<file path="src/rtl/mem_port_arbiter_if.sv">
// Requester, memory and stall signals of the unified memory port.
// master = arbiter side, slave = pipeline/memory side.
interface mem_port_arbiter_if;
   logic        if_req;
   logic [31:0] if_addr;
   logic [31:0] if_rdata;
   logic        if_done;
   logic        dm_req;
   logic        dm_we;
   logic [31:0] dm_addr;
   logic [31:0] dm_wdata;
   logic [31:0] dm_rdata;
   logic        dm_done;
   logic        mem_en;
   logic        mem_we;
   logic [31:0] mem_addr;
   logic [31:0] mem_wdata;
   logic [31:0] mem_rdata;
   logic        mem_ack;
   logic        stall_if;
   logic        stall_mem;
   logic        bus_err;

   modport master (
      input  if_req, if_addr, dm_req, dm_we,
      input  dm_addr, dm_wdata, mem_rdata, mem_ack,
      output if_rdata, if_done, dm_rdata, dm_done,
      output mem_en, mem_we, mem_addr, mem_wdata,
      output stall_if, stall_mem, bus_err
   );

   modport slave (
      output if_req, if_addr, dm_req, dm_we,
      output dm_addr, dm_wdata, mem_rdata, mem_ack,
      input  if_rdata, if_done, dm_rdata, dm_done,
      input  mem_en, mem_we, mem_addr, mem_wdata,
      input  stall_if, stall_mem, bus_err
   );
endinterface

</file>
<file path="src/rtl/mem_port_arbiter.sv">
// Round-robin arbiter between fetch and load/store on one memory port,
// with ack timeout abort and sticky bus error.
module mem_port_arbiter #(
   parameter logic [7:0]  TIMEOUT  = 8'd255,
   parameter logic [31:0] ERR_DATA = 32'hDEAD_BEEF
) (
   input logic              clk,
   input logic              rst,
   mem_port_arbiter_if.master bus
);

   typedef enum logic [1:0] {
      IDLE,
      BUSY_IF,
      BUSY_DM
   } state_t;

   state_t      state_q, state_d;
   logic        mem_en_q, mem_en_d;
   logic        mem_we_q, mem_we_d;
   logic [31:0] mem_addr_q, mem_addr_d;
   logic [31:0] mem_wdata_q, mem_wdata_d;
   logic        if_done_q, if_done_d;
   logic        dm_done_q, dm_done_d;
   logic [31:0] if_rdata_q, if_rdata_d;
   logic [31:0] dm_rdata_q, dm_rdata_d;
   logic        bus_err_q, bus_err_d;
   logic [7:0]  cnt_q, cnt_d;
   logic        lg_dm_q, lg_dm_d;

   logic if_elig, dm_elig, pick_dm, pick_if;
   logic expired;

   // A request completing this cycle is not eligible again yet.
   assign if_elig = bus.if_req & ~if_done_q;
   assign dm_elig = bus.dm_req & ~dm_done_q;
   assign pick_dm = dm_elig & (~if_elig | ~lg_dm_q);
   assign pick_if = if_elig & ~pick_dm;
   assign expired = (cnt_q == TIMEOUT - 8'd1);

   always_comb begin
      state_d     = state_q;
      mem_en_d    = mem_en_q;
      mem_we_d    = mem_we_q;
      mem_addr_d  = mem_addr_q;
      mem_wdata_d = mem_wdata_q;
      if_done_d   = 1'b0;
      dm_done_d   = 1'b0;
      if_rdata_d  = if_rdata_q;
      dm_rdata_d  = dm_rdata_q;
      bus_err_d   = bus_err_q;
      cnt_d       = cnt_q;
      lg_dm_d     = lg_dm_q;
      unique case (state_q)
         IDLE: begin
            if (pick_dm) begin
               state_d     = BUSY_DM;
               mem_en_d    = 1'b1;
               mem_we_d    = bus.dm_we;
               mem_addr_d  = bus.dm_addr;
               mem_wdata_d = bus.dm_wdata;
               lg_dm_d     = 1'b1;
               cnt_d       = 8'd0;
            end else if (pick_if) begin
               state_d     = BUSY_IF;
               mem_en_d    = 1'b1;
               mem_we_d    = 1'b0;
               mem_addr_d  = bus.if_addr;
               mem_wdata_d = 32'd0;
               lg_dm_d     = 1'b0;
               cnt_d       = 8'd0;
            end
         end
         BUSY_IF: begin
            if (bus.mem_ack) begin
               if_rdata_d = bus.mem_rdata;
               if_done_d  = 1'b1;
               mem_en_d   = 1'b0;
               state_d    = IDLE;
            end else if (expired) begin
               if_rdata_d = ERR_DATA;
               if_done_d  = 1'b1;
               bus_err_d  = 1'b1;
               mem_en_d   = 1'b0;
               state_d    = IDLE;
            end else begin
               cnt_d = cnt_q + 8'd1;
            end
         end
         BUSY_DM: begin
            if (bus.mem_ack) begin
               if (!mem_we_q) dm_rdata_d = bus.mem_rdata;
               dm_done_d = 1'b1;
               mem_en_d  = 1'b0;
               state_d   = IDLE;
            end else if (expired) begin
               dm_rdata_d = ERR_DATA;
               dm_done_d  = 1'b1;
               bus_err_d  = 1'b1;
               mem_en_d   = 1'b0;
               state_d    = IDLE;
            end else begin
               cnt_d = cnt_q + 8'd1;
            end
         end
         default: state_d = IDLE;
      endcase
   end

   always_ff @(posedge clk) begin
      if (rst) begin
         state_q     <= IDLE;
         mem_en_q    <= 1'b0;
         mem_we_q    <= 1'b0;
         mem_addr_q  <= 32'd0;
         mem_wdata_q <= 32'd0;
         if_done_q   <= 1'b0;
         dm_done_q   <= 1'b0;
         if_rdata_q  <= 32'd0;
         dm_rdata_q  <= 32'd0;
         bus_err_q   <= 1'b0;
         cnt_q       <= 8'd0;
         lg_dm_q     <= 1'b0;
      end else begin
         state_q     <= state_d;
         mem_en_q    <= mem_en_d;
         mem_we_q    <= mem_we_d;
         mem_addr_q  <= mem_addr_d;
         mem_wdata_q <= mem_wdata_d;
         if_done_q   <= if_done_d;
         dm_done_q   <= dm_done_d;
         if_rdata_q  <= if_rdata_d;
         dm_rdata_q  <= dm_rdata_d;
         bus_err_q   <= bus_err_d;
         cnt_q       <= cnt_d;
         lg_dm_q     <= lg_dm_d;
      end
   end

   assign bus.mem_en    = mem_en_q;
   assign bus.mem_we    = mem_we_q;
   assign bus.mem_addr  = mem_addr_q;
   assign bus.mem_wdata = mem_wdata_q;
   assign bus.if_done   = if_done_q;
   assign bus.dm_done   = dm_done_q;
   assign bus.if_rdata  = if_rdata_q;
   assign bus.dm_rdata  = dm_rdata_q;
   assign bus.bus_err   = bus_err_q;
   assign bus.stall_if  = bus.if_req & ~if_done_q;
   assign bus.stall_mem = bus.dm_req & ~dm_done_q;

endmodule

</file>
<file path="src/flat_wrapper.sv">
// flat-port wrapper written by rule: the top's interface ports become plain ports
module mem_port_arbiter_flat 
#(
   parameter logic [7:0]  TIMEOUT  = 8'd255,
   parameter logic [31:0] ERR_DATA = 32'hDEAD_BEEF
)
  (clk, rst, bus_if_req, bus_if_addr, bus_dm_req, bus_dm_we, bus_dm_addr, bus_dm_wdata, bus_mem_rdata, bus_mem_ack, bus_if_rdata, bus_if_done, bus_dm_rdata, bus_dm_done, bus_mem_en, bus_mem_we, bus_mem_addr, bus_mem_wdata, bus_stall_if, bus_stall_mem, bus_bus_err);
  mem_port_arbiter_if bus_i ();
  input logic clk;
  input logic rst;
  input wire logic [$bits(bus_i.if_req)-1:0] bus_if_req;
  input wire logic [$bits(bus_i.if_addr)-1:0] bus_if_addr;
  input wire logic [$bits(bus_i.dm_req)-1:0] bus_dm_req;
  input wire logic [$bits(bus_i.dm_we)-1:0] bus_dm_we;
  input wire logic [$bits(bus_i.dm_addr)-1:0] bus_dm_addr;
  input wire logic [$bits(bus_i.dm_wdata)-1:0] bus_dm_wdata;
  input wire logic [$bits(bus_i.mem_rdata)-1:0] bus_mem_rdata;
  input wire logic [$bits(bus_i.mem_ack)-1:0] bus_mem_ack;
  output wire logic [$bits(bus_i.if_rdata)-1:0] bus_if_rdata;
  output wire logic [$bits(bus_i.if_done)-1:0] bus_if_done;
  output wire logic [$bits(bus_i.dm_rdata)-1:0] bus_dm_rdata;
  output wire logic [$bits(bus_i.dm_done)-1:0] bus_dm_done;
  output wire logic [$bits(bus_i.mem_en)-1:0] bus_mem_en;
  output wire logic [$bits(bus_i.mem_we)-1:0] bus_mem_we;
  output wire logic [$bits(bus_i.mem_addr)-1:0] bus_mem_addr;
  output wire logic [$bits(bus_i.mem_wdata)-1:0] bus_mem_wdata;
  output wire logic [$bits(bus_i.stall_if)-1:0] bus_stall_if;
  output wire logic [$bits(bus_i.stall_mem)-1:0] bus_stall_mem;
  output wire logic [$bits(bus_i.bus_err)-1:0] bus_bus_err;
  assign bus_i.if_req = bus_if_req;
  assign bus_i.if_addr = bus_if_addr;
  assign bus_i.dm_req = bus_dm_req;
  assign bus_i.dm_we = bus_dm_we;
  assign bus_i.dm_addr = bus_dm_addr;
  assign bus_i.dm_wdata = bus_dm_wdata;
  assign bus_i.mem_rdata = bus_mem_rdata;
  assign bus_i.mem_ack = bus_mem_ack;
  assign bus_if_rdata = bus_i.if_rdata;
  assign bus_if_done = bus_i.if_done;
  assign bus_dm_rdata = bus_i.dm_rdata;
  assign bus_dm_done = bus_i.dm_done;
  assign bus_mem_en = bus_i.mem_en;
  assign bus_mem_we = bus_i.mem_we;
  assign bus_mem_addr = bus_i.mem_addr;
  assign bus_mem_wdata = bus_i.mem_wdata;
  assign bus_stall_if = bus_i.stall_if;
  assign bus_stall_mem = bus_i.stall_mem;
  assign bus_bus_err = bus_i.bus_err;
  mem_port_arbiter #(.TIMEOUT(TIMEOUT), .ERR_DATA(ERR_DATA)) u_core (.clk(clk), .rst(rst), .bus(bus_i));
endmodule
</file>
<file path="config.mk">
export PLATFORM = sky130hd
export DESIGN_NAME = mem_port_arbiter_flat
export DESIGN_NICKNAME = d
export VERILOG_FILES = /design/src/rtl/mem_port_arbiter_if.sv /design/src/rtl/mem_port_arbiter.sv /design/src/flat_wrapper.sv
export SDC_FILE = /design/constraint.sdc
export NUM_CORES = 1
export LEC_CHECK = 0
export CAP_MARGIN = 40
export CELL_PAD_IN_SITES_DETAIL_PLACEMENT = 0
export CELL_PAD_IN_SITES_GLOBAL_PLACEMENT = 1
export CORE_AREA = 2 2 154 126
export CTS_CLUSTER_SIZE = 25
export DETAILED_ROUTE_END_ITERATION = 7
export DIE_AREA = 0 0 156 128
export PLACE_DENSITY_LB_ADDON = 0.05
export SYNTH_ARGS = -nofsm -noshare
export SYNTH_HDL_FRONTEND = slang
export SYNTH_SLANG_ARGS = --single-unit
</file>
<file path="constraint.sdc">
create_clock -name clk -period 5.02 [get_ports clk]
set_input_delay 1.004 -clock clk [delete_from_list [all_inputs] [get_ports clk]]
set_output_delay 1.004 -clock clk [all_outputs]
set_load 0.005 [all_outputs]
</file>
==> impl_metrics.csv <==
group,metric,value,unit
critical_path,reg2reg_depth,7,
synthesis,syn-num-nets,737,
critical_path,crit_start,"bus_dm_req",
pwr,clkPwrFrac,37.1,%
run_status,status,"complete, no violations",
timing,timing.slew.headroom,39.2,%
global_routing,grt_first_pass_wirelength,29.0,mm
critical_path,regToRegStartpoint,"u_core.cnt_q[0]",
placement,gp_congestion,0.759,
drt,ant_nets,0,
drt,first_pass_iters,4,
timing,setup_ws,1.67,ns
floorplanning,die_h,128,um
timing,finalSetupViolCount,0,
global_routing,grt_usage,18.2,%
pwr,p_int,2.35,mW
critical_path,end_kind,"output pin",
synthesis,ys.flop_type,"dfxtp_1",
drt,vias,5506,
pwr,power_frac_seq,40.4,%
clocking,cts_tree,"yes",
global_routing,grt_pass1_vias,5487,
critical_path,slowest_stage,"clkdlybuf4s50_1",
pwr,switching_power,867,uW
placement,place_ws,1.65,ns
timing,fmax,299,MHz
synthesis,synth.distinct_cells,54,
critical_path,worstSetupStartpointType,"primary input",
floorplanning,fp-row-count,45,
hold_path,holdPathStages,2,
clocking,clkLatencyLatePin,0.41,ns
synthesis,syn-cell-area,5950,um^2
pwr,p_leak,3.48,nW
global_routing,grt_max_degree,74,
drt,vias_per_cell,5.05,
floorplanning,boundaryPins,269,
timing,tightest_slew,0.912,ns
cells_and_area,stdcell_count,1090,
floorplanning,fp.dieArea,20000,um^2
synthesis,avgSynthCellArea,9.96,um^2
timing,finalSetupTns,0,ns
critical_path,slowest_delay,0.55,ns
global_routing,grt_overflow_total,0,
cells_and_area,diodes,0,
critical_path,cp_common_cell,"clkdlybuf4s50_1",
cells_and_area,layout_common_cells,"clkdlybuf4s50_1, dfxtp_1, nor2_1, a21oi_1, inv_1",
timing,finalCritPeriodShare,66.7,%
critical_path,crit_fanout,5,
timing,period_needed,3.35,ns
synthesis,synth-edff-count,0,
drt,wl_per_cell,16.9,um
pwr,finalPower,3.22,mW
clocking,cts-resized-gates,0,
placement,dp_hpwl,12.9,mm
pwr,power_density,344,nW/um^2
clocking,h-tree-depth,4,
cells_and_area,utilization,50.6,%
timing,finalMaxSlewViolations,0,
clocking,clk_path_buf_depth,2,
drt,route.detailed.drc,0,
job,maxCapViolCount,0,
cells_and_area,layout-drive-gt1-share,12.0,%
hold_path,hold_start,"u_core.bus.if_rdata[14]",
drt,drt_iter0_drc,297,
pwr,ir_drop,0.000214,V
floorplanning,coreArea,18500,um^2
clocking,cts-root-buf,"clkbuf_16",
synthesis,yosysTopAreaCellShare,48.5,%
pwr,pwr-share-comb,22.5,%
synthesis,synth_area_leaders,"dfxtp_1, a311oi_2, mux2i_1",
critical_path,critPathRequiredTime,4.02,ns
timing,clock_skew,0.00810,ns
synthesis,yosysTopAreaCell,"dfxtp_1",
clocking,clkSlewWorstSetupHoldPaths,0.06,ns
cells_and_area,area_delta_synth_final,57.6,%
global_routing,antenna_found_initial,0,
timing,finalHoldViolCount,0,
clocking,cts_hold_buffers,0,
synthesis,synth_seq_cells,144,
synthesis,netlist_instances,597,
drt,drt-total-wl,18.4,mm
critical_path,worstSetupPathType,"in -> out",
cells_and_area,layout_commonest_cell,"clkdlybuf4s50_1",
pwr,swShare,26.9,%
cells_and_area,fin_nets,982,
placement,dp.cells,1058,
critical_path,r2r_slack,2.49,ns
hold_path,min_path_type,"reg -> reg",
placement,port_buffers,268,
synthesis,synth_seq_area_share,48.5,%
clocking,numCtsBuffers,17,
synthesis,ys_async_sr_fraction,0,%
synthesis,ys_warn_count,0,
timing,rsz0062_at_grt,"false",
clocking,cts_sinks,144,
floorplanning,initial_utilization,32.1,%
clocking,post_cts_buffers,0,
critical_path,path_cells,"clkdlybuf4s50_1 -> nand2b_2 -> inv_1 -> clkdlybuf4s50_1",
critical_path,critPathArrivalTime,2.34,ns
floorplanning,die_w,156,um
==> cell usage after synthesis (3+ instances only) <==
| library cell | n |
|---|---|
| inv_1 | 35 |
| nand4_1 | 10 |
| mux2i_1 | 33 |
| a22oi_1 | 33 |
| dfxtp_1 | 144 |
| buf_2 | 13 |
| o221a_2 | 24 |
| buf_6 | 5 |
| or3_1 | 4 |
| nor3_1 | 3 |
| o21ai_0 | 23 |
| nand3_1 | 3 |
| nor2_1 | 69 |
| a311oi_2 | 22 |
| nand2_1 | 12 |
| a211oi_1 | 33 |
| buf_1 | 5 |
| clkbuf_1 | 25 |
| a21oi_1 | 48 |
| ha_1 | 6 |
| a311oi_1 | 4 |
| o311ai_0 | 3 |
==> registers in the layout (all words and copies together), names as in the netlist <==
register,cells
u_core.bus.dm_rdata,32
u_core.bus.if_rdata,32
u_core.bus.mem_addr,32
u_core.bus.mem_wdata,32
u_core.cnt_q,8
u_core.state_q,2
u_core.bus.bus_err,1
u_core.bus.dm_done,1
u_core.bus.if_done,1
u_core.bus.mem_en,1
u_core.bus.mem_we,1
u_core.lg_dm_q,1
==> metrics by stage <==
stage               cell area (um^2)  hold WS [ns]
floorplan                       5950         0.461
global placement                8700         0.464
detailed placement              8820         0.474
CTS                             9370         0.492
global route                    9370         0.515
finish                          9370         0.488
==> metal layers <==
layer / GRT usage, % / wire length [um] / vias to the layer above
li1: - / - / 2698
met3: 7.27 / 1640 / 7
met2: 28.4 / 8350 / 187
met5: 0 / 0 / -
met1: 23.9 / 8280 / 2614
met4: 4.10 / 106 / 0
==> worst max-delay path: cells and delay by family <==
family	cells	cell delay, ns
buffers and inverters	3	1.19
AND/OR/NAND/NOR	1	0.14
==> worst paths after layout <==
| check | end |
|---|---|
| max | bus_stall_mem |
| min | u_core.bus.if_rdata[14] |
| max reg2reg | u_core.bus.if_rdata[2] |
| min reg2reg | u_core.bus.if_rdata[14] |
==> cell type report <==
| cell class | instances | area, um^2 |
|---|---|---|
| clock buffers | 23 | 468 |
| repair buffers | 280 | 2850 |
| well taps | 235 | 294 |
| fillers | 1668 | 9160 |
| clock inverters | 9 | 83.8 |
| inverters | 36 | 136 |
| flip-flops and latches | 144 | 2880 |
| multi-input cells | 363 | 2660 |
==> kinds of logic (layout without fill, tap and decap cells) <==
kind of cell | Yosys count | in the layout | synth area share [%]
compound gates | 206 | 206 | 28.1
flops | 144 | 144 | 48.5
simple gates | 118 | 118 | 9.47
buf+inv | 90 | 348 | 7.15
mux | 33 | 33 | 5.56
fa+ha+maj | 6 | 6 | 1.26
==> power by group through the flow <==
stage          clock network (mW)  logic (mW)  registers [mW]
2_1_floorplan                   0       0.331            1.33
3_3_place_gp                    0       0.704            1.32
3_5_place_dp                    0       0.732            1.32
4_1_cts                      1.23       0.734            1.30
5_1_grt                      1.27       0.791            1.31
6_report                     1.19       0.725            1.30
(Power assumes the default switching activity.)
